[src/rtl/uart_pkg.sv]
// Shared definitions for the UART hex receiver: FSM state encoding,
// ASCII constants and the bit-time helper.
package uart_pkg;

    typedef enum logic [2:0] {
        ST_IDLE,
        ST_START,
        ST_DATA,
        ST_PARITY,
        ST_STOP
    } rx_state_t;

    localparam logic [7:0] ASCII_CR  = 8'h0D;
    localparam logic [7:0] ASCII_LF  = 8'h0A;
    localparam logic [7:0] ASCII_ESC = 8'h1B;
    localparam logic [7:0] ASCII_0   = 8'h30;
    localparam logic [7:0] ASCII_9   = 8'h39;
    localparam logic [7:0] ASCII_UA  = 8'h41;
    localparam logic [7:0] ASCII_UF  = 8'h46;
    localparam logic [7:0] ASCII_LA  = 8'h61;
    localparam logic [7:0] ASCII_LF_ = 8'h66;

    // Last count value of one bit period (counter runs 0..BIT_T).
    function automatic int bit_time(input int clk_freq, input int baud);
        return clk_freq / baud - 1;
    endfunction

endpackage

[src/rtl/uart_rx_core.sv]
// UART frame receiver: 2-FF synchroniser, start/data/stop FSM, baud and
// bit counters. Frame is 8N1, or 8E1 when UART_PARITY_EN is defined.
// Ports:
//   clk, rst       clock, synchronous active-high reset
//   rx             asynchronous serial line, idle high
//   rx_byte        last correctly framed byte
//   rx_byte_valid  one-cycle pulse per good byte
//   frame_err      one-cycle pulse on bad stop (or parity) bit
module uart_rx_core
    import uart_pkg::*;
#(
    parameter int CLK_FREQ = 50_000_000,
    parameter int BAUD     = 9600
) (
    input  logic       clk,
    input  logic       rst,
    input  logic       rx,
    output logic [7:0] rx_byte,
    output logic       rx_byte_valid,
    output logic       frame_err
);

    localparam int BIT_T = bit_time(CLK_FREQ, BAUD);
    localparam int CW    = $clog2(BIT_T + 1);
    localparam logic [CW-1:0] FULL = CW'(BIT_T);
    localparam logic [CW-1:0] HALF = CW'(BIT_T / 2);

    logic sync1, rx_s, rx_prev, fall;

    rx_state_t      state, state_n;
    logic [CW-1:0]  cnt, cnt_n;
    logic [2:0]     bit_idx, bit_n;
    logic [7:0]     shreg, sh_n;
    logic [7:0]     byte_n;
    logic           bv_n, fe_n;

    // Synchroniser resets to idle-high so reset never looks like a start bit.
    always_ff @(posedge clk) begin
        if (rst) begin
            sync1   <= 1'b1;
            rx_s    <= 1'b1;
            rx_prev <= 1'b1;
        end else begin
            sync1   <= rx;
            rx_s    <= sync1;
            rx_prev <= rx_s;
        end
    end

    assign fall = rx_prev & ~rx_s;

    always_ff @(posedge clk) begin
        if (rst) begin
            state         <= ST_IDLE;
            cnt           <= '0;
            bit_idx       <= '0;
            shreg         <= '0;
            rx_byte       <= '0;
            rx_byte_valid <= 1'b0;
            frame_err     <= 1'b0;
        end else begin
            state         <= state_n;
            cnt           <= cnt_n;
            bit_idx       <= bit_n;
            shreg         <= sh_n;
            rx_byte       <= byte_n;
            rx_byte_valid <= bv_n;
            frame_err     <= fe_n;
        end
    end

    always_comb begin
        state_n = state;
        cnt_n   = cnt + 1'b1;
        bit_n   = bit_idx;
        sh_n    = shreg;
        byte_n  = rx_byte;
        bv_n    = 1'b0;
        fe_n    = 1'b0;
        case (state)
            ST_IDLE: begin
                cnt_n = '0;
                if (fall) state_n = ST_START;
            end
            ST_START: begin
                if (cnt == HALF) begin
                    cnt_n = '0;
                    bit_n = '0;
                    // Line back high at mid start bit: noise, not a frame.
                    state_n = rx_s ? ST_IDLE : ST_DATA;
                end
            end
            ST_DATA: begin
                if (cnt == FULL) begin
                    cnt_n = '0;
                    sh_n  = {rx_s, shreg[7:1]};
                    bit_n = bit_idx + 3'd1;
                    if (bit_idx == 3'd7) begin
`ifdef UART_PARITY_EN
                        state_n = ST_PARITY;
`else
                        state_n = ST_STOP;
`endif
                    end
                end
            end
`ifdef UART_PARITY_EN
            ST_PARITY: begin
                if (cnt == FULL) begin
                    cnt_n = '0;
                    // Even parity: parity bit must equal XOR of data.
                    if (rx_s != ^shreg) begin
                        fe_n    = 1'b1;
                        state_n = ST_IDLE;
                    end else begin
                        state_n = ST_STOP;
                    end
                end
            end
`endif
            ST_STOP: begin
                if (cnt == FULL) begin
                    cnt_n   = '0;
                    state_n = ST_IDLE;
                    if (rx_s) begin
                        byte_n = shreg;
                        bv_n   = 1'b1;
                    end else begin
                        fe_n = 1'b1;
                    end
                end
            end
            default: begin
                cnt_n   = '0;
                state_n = ST_IDLE;
            end
        endcase
    end

endmodule

[src/rtl/uart_hex_rx.sv]
// UART receiver plus ASCII-hex parser producing a right-justified 24-bit
// value. Optional 8E1 framing via the UART_PARITY_EN macro.
// Ports:
//   clk, rst            clock, synchronous active-high reset
//   rx                  serial line, idle high
//   data_out/data_valid committed hex value and its one-cycle strobe
//   rx_byte/rx_byte_valid  last good byte and its strobe
//   frame_err           one-cycle pulse on a framing/parity error
module uart_hex_rx
    import uart_pkg::*;
#(
    parameter int CLK_FREQ = 50_000_000,
    parameter int BAUD     = 9600
) (
    input  logic        clk,
    input  logic        rst,
    input  logic        rx,
    output logic [23:0] data_out,
    output logic        data_valid,
    output logic [7:0]  rx_byte,
    output logic        rx_byte_valid,
    output logic        frame_err
);

    logic [23:0] dbuf;
    logic [2:0]  dcnt;
    logic [3:0]  nib;
    logic        is_dig, is_eol, is_esc;

    uart_rx_core #(
        .CLK_FREQ (CLK_FREQ),
        .BAUD     (BAUD)
    ) u_core (
        .clk           (clk),
        .rst           (rst),
        .rx            (rx),
        .rx_byte       (rx_byte),
        .rx_byte_valid (rx_byte_valid),
        .frame_err     (frame_err)
    );

    always_comb begin
        is_dig = 1'b0;
        nib    = 4'h0;
        if (rx_byte >= ASCII_0 && rx_byte <= ASCII_9) begin
            is_dig = 1'b1;
            nib    = 4'(rx_byte - ASCII_0);
        end else if (rx_byte >= ASCII_UA && rx_byte <= ASCII_UF) begin
            is_dig = 1'b1;
            nib    = 4'(rx_byte - ASCII_UA + 8'd10);
        end else if (rx_byte >= ASCII_LA && rx_byte <= ASCII_LF_) begin
            is_dig = 1'b1;
            nib    = 4'(rx_byte - ASCII_LA + 8'd10);
        end
    end

    assign is_eol = (rx_byte == ASCII_CR) || (rx_byte == ASCII_LF);
    assign is_esc = (rx_byte == ASCII_ESC);

    always_ff @(posedge clk) begin
        if (rst) begin
            dbuf       <= '0;
            dcnt       <= '0;
            data_out   <= '0;
            data_valid <= 1'b0;
        end else begin
            data_valid <= 1'b0;
            if (rx_byte_valid) begin
                if (is_dig) begin
                    // Keep shifting past six so the last six digits win.
                    dbuf <= {dbuf[19:0], nib};
                    if (dcnt != 3'd6) dcnt <= dcnt + 3'd1;
                end else if (is_eol && dcnt != 3'd0) begin
                    data_out   <= dbuf;
                    data_valid <= 1'b1;
                    dbuf       <= '0;
                    dcnt       <= '0;
                end else if (is_esc) begin
                    dbuf <= '0;
                    dcnt <= '0;
                end
            end
        end
    end

endmodule
[config.mk]
export PLATFORM = sky130hd
export DESIGN_NAME = uart_hex_rx
export DESIGN_NICKNAME = d
export VERILOG_FILES = /design/src/rtl/uart_pkg.sv /design/src/rtl/uart_rx_core.sv /design/src/rtl/uart_hex_rx.sv
export SDC_FILE = /design/constraint.sdc
export NUM_CORES = 1
export LEC_CHECK = 0
export CAP_MARGIN = 20
export CORE_MARGIN = 3
export CORE_UTILIZATION = 35
export DETAILED_ROUTE_END_ITERATION = 8
export GPL_TIMING_DRIVEN = 0
export HOLD_SLACK_MARGIN = 0.06
export PLACE_DENSITY = 0.62
export SLEW_MARGIN = 15
export SYNTH_ARGS = -nofsm -noshare
export SYNTH_HDL_FRONTEND = slang
export SYNTH_SLANG_ARGS = --single-unit
[constraint.sdc]
create_clock -name clk -period 2.02 [get_ports clk]
set_input_delay 0.505 -clock clk [delete_from_list [all_inputs] [get_ports clk]]
set_output_delay 0.505 -clock clk [all_outputs]
set_load 0.01 [all_outputs]
; ---- After elaboration in Yosys (flattened, before gate mapping)
; Index checks and enable logic that the tools add are counted.
[word_totals]
reg_bits = 92
word_cells = 98
out_inout_bits = 35
[op_classes]
magnitude_cmp = 6
n_bitwise = 6
reduce_logical = 19
eq_ne = 16
n_mux = 29
n_addsub = 8
[op_table]
columns = cell, n
row1 = 2-to-1 mux 24 bit, 3
row2 = 2-to-1 mux 3 bit, 11
row3 = 2-to-1 mux 13 bit, 2
row4 = one-hot mux 13 bit (2 select lines), 1
row5 = "== test 8 x 4 -> 1 bit, second input constant", 2
row6 = ">= comparator 8 x 7 -> 1 bit, second input constant", 2
row7 = "<= comparator 8 x 7 -> 1 bit, second input constant", 2
row8 = "adder 13 x 1 -> 13 bit, second input constant", 1
row9 = "== test 13 x 12 -> 1 bit, second input constant", 1
row10 = "== test 13 bit, second input constant", 1
row11 = 2-to-1 mux 4 bit, 3
row12 = "inequality test 2 x 1 -> 1 bit, second input constant", 6
row13 = one-hot mux 3 bit (4 select lines), 1
row14 = AND reduction 3 bit, 4
row15 = "subtractor 4 x 1 -> 4 bit, second input constant", 3
row16 = "adder 4 bit, second input constant", 2
row17 = "== test 8 x 5 -> 1 bit, second input constant", 1
row18 = ">= comparator 8 x 6 -> 1 bit, second input constant", 1
row19 = "<= comparator 8 x 6 -> 1 bit, second input constant", 1
row20 = "adder 3 x 1 -> 3 bit, second input constant", 2
row21 = "== test 3 bit, second input constant", 2
row22 = 2-to-1 mux 1 bit, 6
row23 = one-hot mux 3 bit (2 select lines), 1
row24 = nonzero test 3 bit, 2
row25 = other kinds (14), 23

; ---- Depth between registers and ports, before layout
; Gate-level depths: netlist of run 1.
[depth]
ltp_word = 7
mapped_depth = 9
depth_no_buf = 7

; ---- Hierarchy
; A second synthesis of run 1 with hierarchy kept.
[unflattened]
cells_unflattened = 465
hier_area_um2 = 4352.9
[by_module_without_submodules]
columns = mod, n_inst, area_each_um2, cells_each, seq_area_each_um2
row1 = uart_hex_rx, 1, 2486.1, 281, 1041.0
row2 = uart_rx_core, 1, 1866.8, 184, 800.8

; ---- Least setup slack after synthesis of run 1
; OpenSTA, ideal clock, no wires.
[synth_timing]
path_kind = register to register
start = register u_core.cnt[0]
end = register u_core.bit_idx[0]
path_stages_with_launch = 9
t_required_ns = 1.951
path_slack_ns = -0.017
setup_ns = 0.069
t_arrival_ns = 1.969
cell_sequence = dfxtp_1 ha_1 buf_2 nor3b_2 nand4_2 or3_1 buf_2 or3_1 o21ai_1
[synth_via]
elab_chain_len = 3
word_cells_on_any_way = 5
[synth_lines]
columns = item, line_no
row1 = start: declaration, uart_rx_core.sv:31  ; logic [CW-1:0] cnt, cnt_n;
row2 = start signal: assignment, uart_rx_core.sv:63  ; cnt <= cnt_n;
row3 = == test 13 bit or == test 13 x 12 -> 1 bit (tied branches), "uart_rx_core.sv:94, uart_rx_core.sv:86"
row4 = inequality test 2 x 1 -> 1 bit (no line), --
row5 = AND reduction 3 bit (no line) (*), --
row6 = end signal: assignment, uart_rx_core.sv:64  ; bit_idx <= bit_n;
row7 = end: declaration, uart_rx_core.sv:32  ; logic [2:0] bit_idx, bit_n;
; Every way passes the cells marked *; elsewhere a longest branch is shown, timed or not.
; A chain may end at the register's enable or synchronous reset.

; ---- Worst setup path after layout of run 1
[layout_timing]
start = register u_core.rx_byte[3]
end = register dbuf[22]
[layout_via]
elab_chain_len = 7
word_cells_on_any_way = 21
[layout_lines]
columns = item, line_no
row1 = start: declaration, uart_rx_core.sv:18  ; output logic [7:0] rx_byte,
row2 = start signal: assignment, uart_rx_core.sv:66  ; rx_byte <= byte_n;
row3 = >= comparator 8 x 7 -> 1 bit or <= comparator 8 x 7 -> 1 bit (tied branches), uart_hex_rx.sv:51  ; end else if (rx_byte >= ASCII_LA && rx_byte <= ASCII_LF_) begin
row4 = logical AND 1 bit, uart_hex_rx.sv:51
row5 = 2-to-1 mux 1 bit, uart_hex_rx.sv:51
row6 = 2-to-1 mux 1 bit, uart_hex_rx.sv:48  ; end else if (rx_byte >= ASCII_UA && rx_byte <= ASCII_UF) begin
row7 = 2-to-1 mux 1 bit, uart_hex_rx.sv:45  ; if (rx_byte >= ASCII_0 && rx_byte <= ASCII_9) begin
row8 = nonzero test 3 bit (no line), --
row9 = AND reduction 2 bit (no line), --
row10 = end signal: assignment, uart_hex_rx.sv:71  ; dbuf <= {dbuf[19:0], nib};
row11 = end: declaration, uart_hex_rx.sv:25  ; logic [23:0] dbuf;
; Parallel ways exist; a longest one is shown, timed or not.

==> results of run 1 <==
-- logic make-up after synthesis --
kind of cell             count (synthesis)  synth area share
AO/OA/AOI/OAI                           78            0.1490
multiplexers                            12           0.03251
buffers and inverters                   31           0.03420
AND/OR/NAND/NOR                        168            0.2235
XOR/XNOR                                12           0.02845
flip-flops                              92            0.4985
adder cells (fa/ha/maj)                 10           0.03386
-- per-stage QoR --
step / TNS (ns) / power (mW)
2_1_floorplan: 0 / 1.897
3_3_place_gp: -9.282 / 1.913
3_5_place_dp: -11.96 / 1.914
4_1_cts: 0 / 3.138
5_1_grt: -0.8197 / 3.220
6_report: 0 / 3.101
-- metal layers --
metal / GRT usage / routed length [um] / part of all wire
met5: 0 / 0 / 0
met4: 0.04058 / 88 / 0.010
met3: 0.04263 / 376 / 0.045
met2: 0.2321 / 3963 / 0.47
met1: 0.2004 / 4014 / 0.48
-- final cells by class --
class / count / area [sq um] / share of cell area
clock buffers: 9 / 123.9 / 0.02591
clock inverters: 7 / 77.57 / 0.01623
well taps: 133 / 166.4 / 0.03481
plain buffers: 19 / 117.6 / 0.02460
inverters: 9 / 33.78 / 0.007066
flip-flops and latches: 92 / 1864 / 0.3900
multi-input cells: 280 / 1856 / 0.3881
repair buffers: 56 / 541.8 / 0.1133
-- flip-flops by register name, summed over array words and instances (netlist names) --
| name | count |
|---|---|
| u_core.frame_err | 1 |
| u_core.cnt | 13 |
| data_out | 24 |
| u_core.shreg | 8 |
| u_core.rx_s | 1 |
| u_core.sync1 | 1 |
| u_core.state | 3 |
| u_core.rx_byte_valid | 1 |
| dcnt | 3 |
| u_core.rx_prev | 1 |
| data_valid | 1 |
| u_core.bit_idx | 3 |
| u_core.rx_byte | 8 |
| dbuf | 24 |
-- worst max path at each step --
stage / from / end / cells past startpoint
4_1_cts: u_core.rx_byte[7] / dbuf[19] / 6
5_1_grt: u_core.rx_byte[3] / dbuf[21] / 6
3_3_place_gp: u_core.cnt[1] / u_core.rx_byte[5] / 7
3_5_place_dp: u_core.cnt[1] / u_core.shreg[3] / 7
2_1_floorplan: u_core.cnt[1] / u_core.bit_idx[0] / 8
6_report: u_core.rx_byte[3] / dbuf[22] / 6
-- synth_stat cells, types with 2 or more instances --
library cell,count,area [sq um]
a31o_2,2,17.52
nor4b_1,2,17.52
mux2i_1,12,120.1
nor3_1,7,35.03
nand3_1,10,50.05
dfxtp_1,92,1842
buf_2,8,40.04
nand2b_1,5,31.28
o31ai_1,2,15.01
or3_1,3,18.77
nand2_1,81,304.0
nor2b_1,2,12.51
or2_2,2,12.51
and4_1,2,17.52
and3_1,5,31.28
a22o_1,23,201.4
clkbuf_1,14,52.55
nor2_1,27,101.4
or4_1,2,15.01
a211oi_1,2,15.01
nor4_1,4,25.02
o21ai_0,2,10.01
nand4_1,4,25.02
xor2_1,11,96.34
ha_1,10,125.1
inv_1,9,33.78
and2_1,2,12.51
a21oi_1,35,175.2
-- cells in the final DEF, fill, tap and decap left out, types with 11 or more instances in the layout --
cell type	n
a21oi_1	34
dfxtp_1	82
xor2_1	11
a22o_1	23
nand2_1	81
nor2_1	26
mux2i_1	11
buf_4	14
clkdlybuf4s50_1	36
-- repair_timing --
item                       in CTS  in global routing
pin swaps                       6                 12
setup buffers                  10                  8
resized for setup              22                 36
setup endpoints to repair      77                 70
cloned                          0                  2
-- power groups by stage --
| stage | Sequential [mW] | Combinational (mW) | Clock, mW |
|---|---|---|---|
| global placement | 1.86 | 0.0525 | 0 |
| global route | 1.82 | 0.0708 | 1.33 |
| finish | 1.82 | 0.0635 | 1.22 |
| CTS | 1.81 | 0.0568 | 1.27 |
| detailed placement | 1.86 | 0.0534 | 0 |
| floorplan | 1.86 | 0.0371 | 0 |
==> impl_metrics.py, run 1 <==
metrics = {
    "critical_path": {
        "cp.required_ns": 2.28,
        "path_class": "reg -> reg",
        "crit_fanout": 6,
        "rrSetupSlack_ns": 0.002,
        "cp-end-kind": "flop",
        "cp-start-kind": "flop",
        "reg2reg_to": "dbuf[22]",
        "crit_chain": "or4b_4 > a211oi_4 > nor2_4 > o211a_4 > buf_6 > a22o_1",
        "crit_slowest_cell": "or4b_4",
        "cpLargestDelayFamily": "compound AO/OA/AOI/OAI gates",
        "rr_startpoint": "u_core.rx_byte[3]",
        "path_buf_inv": 1,
        "worst_r2r_path_depth": 6,
        "slowest_delay_ns": 0.56,
        "cp.arrival_ns": 2.28,
    },
    "global_routing": {
        "grt.overflow.total": 0,
        "grt_pass1_wl_mm": 13.87,
        "grt_max_degree": 20,
        "grt_pass1_vias": 2865,
        "antenna_found_initial": 0,
        "grt_usage": 0.1483,
    },
    "floorplanning": {
        "dieArea_sq_mm": 0.01183,
        "die_width_um": 108.7,
        "die_height_um": 108.7,
        "row_count": 36,
        "core_area_sq_mm": 0.01000,
        "start_util": 0.3695,
        "pin_count": 38,
    },
    "pwr": {
        "power.internal_mw": 2.321,
        "clockPowerShare": 0.394,
        "p_seq_frac": 0.586,
        "power.leakage_nw": 1.706,
        "comb_power_share": 0.020,
        "switching_share": 0.2517,
        "switchingPower_uw": 780.7,
        "max-vdd-ir-drop_mv": 0.3644,
        "power_density_mw_per_mm2": 648.7,
    },
    "place": {
        "gp_congestion": 0.8218,
        "portBuffers": 36,
        "place_area_sq_mm": 0.004238,
        "dp_hpwl_mm": 5.775,
        "dp_cells": 572,
        "dp_slack_ns": -0.3196,
    },
    "cts": {
        "clkTransAtPathRegs_ns": 0.10,
        "cts_num_sinks": 92,
        "cts_buffers": 9,
        "htreeDepth": 3,
        "worstSkewPairLatency_ns": 0.37,
        "cts_root_buffer": "clkbuf_8",
        "ctsLongestPathBuffers": 2,
        "cts_tree": "yes",
        "ctsHoldBuffers": 0,
    },
    "sta": {
        "worst_slack_ns": 0.002022,
        "final.setup_skew_ns": 0.01749,
        "slew_headroom": 0.6354,
        "finalCriticalPeriod_ns": 2.018,
        "hold_violations": 0,
        "hold_ws_ns": 0.4153,
        "fmax_mhz": 495.5,
        "finalCritPeriodShare": 0.9990,
        "worst_pin_slew_ns": 0.5469,
        "rsz0062_at_grt": "true",
        "finalSetupViolations": 0,
        "maxSlewViolCount": 0,
    },
    "layout": {
        "nNetsFinal": 480,
        "fillCellCount": 961,
        "layout-drive-gt1-share": 0.1907,
        "synthToLayoutAreaGrowth_pct": 29.39,
        "fin_area_sq_mm": 0.004781,
        "stdcell_count": 605,
        "final_util": 0.4781,
        "antenna_cells": 0,
    },
    "routing": {
        "drt_pre_antenna_iters": 4,
        "wl_per_cell_um": 13.95,
        "drc": 0,
        "vias": 3052,
        "drt_iter0_drc": 161,
        "drt_wl_total_mm": 8.442,
        "viasPerCell": 5.045,
        "ant_nets": 0,
    },
    "min_path": {
        "worstHoldStart": "u_core.sync1",
        "hold_depth": 1,
        "hold_path.class": "reg -> reg",
        "holdPathEnd": "u_core.rx_s",
    },
    "synthesis": {
        "synth.distinct_cells": 51,
        "syn-instance-count": 403,
        "yosysWarnings": 0,
        "synth_edf_count": 0,
        "syn_area_sq_mm": 0.003695,
        "async_flop_share": 0,
        "avgSynthCellArea_sq_um": 9.168,
        "syn-num-nets": 416,
        "seq_area_frac_synth": 0.4985,
        "synthFlopType": "dfxtp_1",
        "yosys_register_bits": 92,
    },
    "status": {
        "status": "finished, final reports clean",
    },
    "run": {
        "maxCapViolCount": 0,
    },
}
(Power assumes the default switching activity.)
==> run 2: changes to the inputs <==
--- a/config.mk
+++ b/config.mk
@@ -7,11 +7,11 @@
 export LEC_CHECK = 0
 export CAP_MARGIN = 20
 export CORE_MARGIN = 3
-export CORE_UTILIZATION = 35
+export CORE_UTILIZATION = 50
 export DETAILED_ROUTE_END_ITERATION = 8
 export GPL_TIMING_DRIVEN = 0
 export HOLD_SLACK_MARGIN = 0.06
-export PLACE_DENSITY = 0.62
+export PLACE_DENSITY = 0.8
 export SLEW_MARGIN = 15
 export SYNTH_ARGS = -nofsm -noshare
 export SYNTH_HDL_FRONTEND = slang
==> impl_metrics.py, run 2 (synthesis results as in run 1) <==
metrics = {
    "pwr": {
        "power_density_mw_per_mm2": 657.8,
        "max-vdd-ir-drop_mv": 0.5801,
        "power.leakage_nw": 1.645,
    },
    "critical_path": {
        "slowest_delay_ns": 0.38,
        "crit_slowest_cell": "dfxtp_4",
        "critPathMostFrequentCell": "buf_6",
        "path_class": "reg -> reg",
        "cp.arrival_ns": 2.23,
        "crit_fanout": 8,
        "cp-start-kind": "flop",
        "cp-end-kind": "flop",
        "crit_chain": "ha_4 > buf_6 > nor3b_4 > nand4_4 > buf_6 > nor4_4 > buf_12 > mux2i_1 > nor2_1",
        "cp.required_ns": 2.26,
    },
    "layout": {
        "largestRegisters": "data_out x24, dbuf x24, u_core.cnt x13",
        "layout_commonest_cell": "dfxtp_1",
        "layout-drive-gt1-share": 0.1834,
        "synthToLayoutAreaGrowth_pct": 26.96,
        "final_util": 0.6719,
        "stdcell_count": 565,
        "nNetsFinal": 477,
        "final_cell_mix": "dfxtp_1 (81), nand2_1 (80), clkdlybuf4s50_1 (36)",
        "antenna_cells": 0,
    },
    "global_routing": {
        "grt_usage": 0.2031,
        "antenna_found_initial": 0,
        "grt.overflow.total": 0,
        "grt_max_degree": 18,
        "grt_pass1_vias": 2823,
        "grt_pass1_wl_mm": 13.84,
    },
    "routing": {
        "drt_wl_total_mm": 8.611,
        "drc": 0,
        "viasPerCell": 5.508,
        "drt_iter0_drc": 225,
        "drt_pre_antenna_iters": 4,
        "ant_nets": 0,
        "vias": 3112,
        "wl_per_cell_um": 15.24,
    },
    "min_path": {
        "hold_path.class": "reg -> reg",
    },
    "status": {
        "status": "finished, final reports clean",
    },
    "floorplanning": {
        "dieArea_sq_mm": 0.008457,
        "die_height_um": 91.96,
        "core_area_sq_mm": 0.006982,
        "row_count": 30,
        "pin_count": 38,
        "start_util": 0.5292,
        "die_width_um": 91.96,
    },
    "cts": {
        "cts_num_sinks": 92,
        "clkTransAtPathRegs_ns": 0.10,
        "worstSkewPairLatency_ns": 0.37,
        "htreeDepth": 3,
        "cts_tree": "yes",
        "cts_buffers": 9,
        "ctsLongestPathBuffers": 2,
        "ctsHoldBuffers": 0,
        "cts_root_buffer": "clkbuf_8",
    },
    "sta": {
        "maxSlewViolCount": 0,
        "fmax_mhz": 503.6,
        "rsz0062_at_grt": "true",
        "finalSetupViolations": 0,
        "slew_headroom": 0.6259,
        "setup_tns_ns": 0,
        "final.setup_skew_ns": 0.01069,
        "hold_violations": 0,
        "finalCriticalPeriod_ns": 1.986,
        "worst_pin_slew_ns": 0.5611,
        "finalCritPeriodShare": 0.9831,
    },
    "place": {
        "dp_cells": 535,
        "gp_congestion": 0.7820,
        "dp_hpwl_mm": 5.632,
        "portBuffers": 36,
    },
    "run": {
        "maxCapViolCount": 0,
    },
}
[run 2: final timing paths]
path | startpoint | to | slack, ns | cells past startpoint
worst max-delay path | u_core.cnt[0] | u_core.rx_byte[6] | 0.03 | 9
worst min-delay path | u_core.sync1 | u_core.rx_s | 0.44 | 1
worst max register to register | u_core.cnt[0] | u_core.rx_byte[6] | 0.03 | 9
worst min register to register | u_core.sync1 | u_core.rx_s | 0.44 | 1
[run 2: timing repair]
item | 4_1_cts | 5_1_grt
endpoints found under the hold margin | 0 | 0
cloned | 0 | 1
pin swaps | 6 | 5
endpoints found under the setup margin | 75 | 64
gates resized for setup | 20 | 33
buffers inserted | 7 | 9
[run 2: layer usage]
layer  vias to the layer above  wire length [um]  track usage
li1                       1518                 -            -
met1                      1505              4016       0.2845
met2                        74              4075       0.3120
met3                        15               357      0.03117
met4                         0               160      0.08540
met5                         -                 0            0
[run 2: area by class of cell]
class	instances	area, sq um
inverters	9	33.78
repair buffers	53	514.2
clock buffers	10	137.6
clock inverters	6	55.05
multi-input cells	280	1853
fillers	550	2291
well taps	96	120.1
plain buffers	19	108.9
flip-flops and latches	92	1868
[run 2: critical path, delay by kind of cell (launching register included)]
family	cells	cell delay, ns
buffers and inverters	3	0.43
adder cells (fa/ha/maj)	1	0.13
multiplexers	1	0.21
flip-flops	1	0.38
AND/OR/NAND/NOR	4	0.71
[run 2: power breakdown]
group	internal [mW]	switching [mW]
Combinational	0.0187	0.0443
Clock	0.504	0.706
Sequential	1.81	0.00239
[run 2: through the flow]
stage                     worst slack [ns]  power [mW]  hold slack, ns  instance area [sq um]
final                              0.03419       3.086          0.4379                   4691
after global routing              -0.08572       3.178          0.4650                   4691
after CTS                        0.0003584       3.098          0.4405                   4493
after detailed placement           -0.3318       1.914          0.4039                   4192
after global placement             -0.2848       1.913          0.3922                   4192
after floorplan                    0.01209       1.897          0.3895                   3711
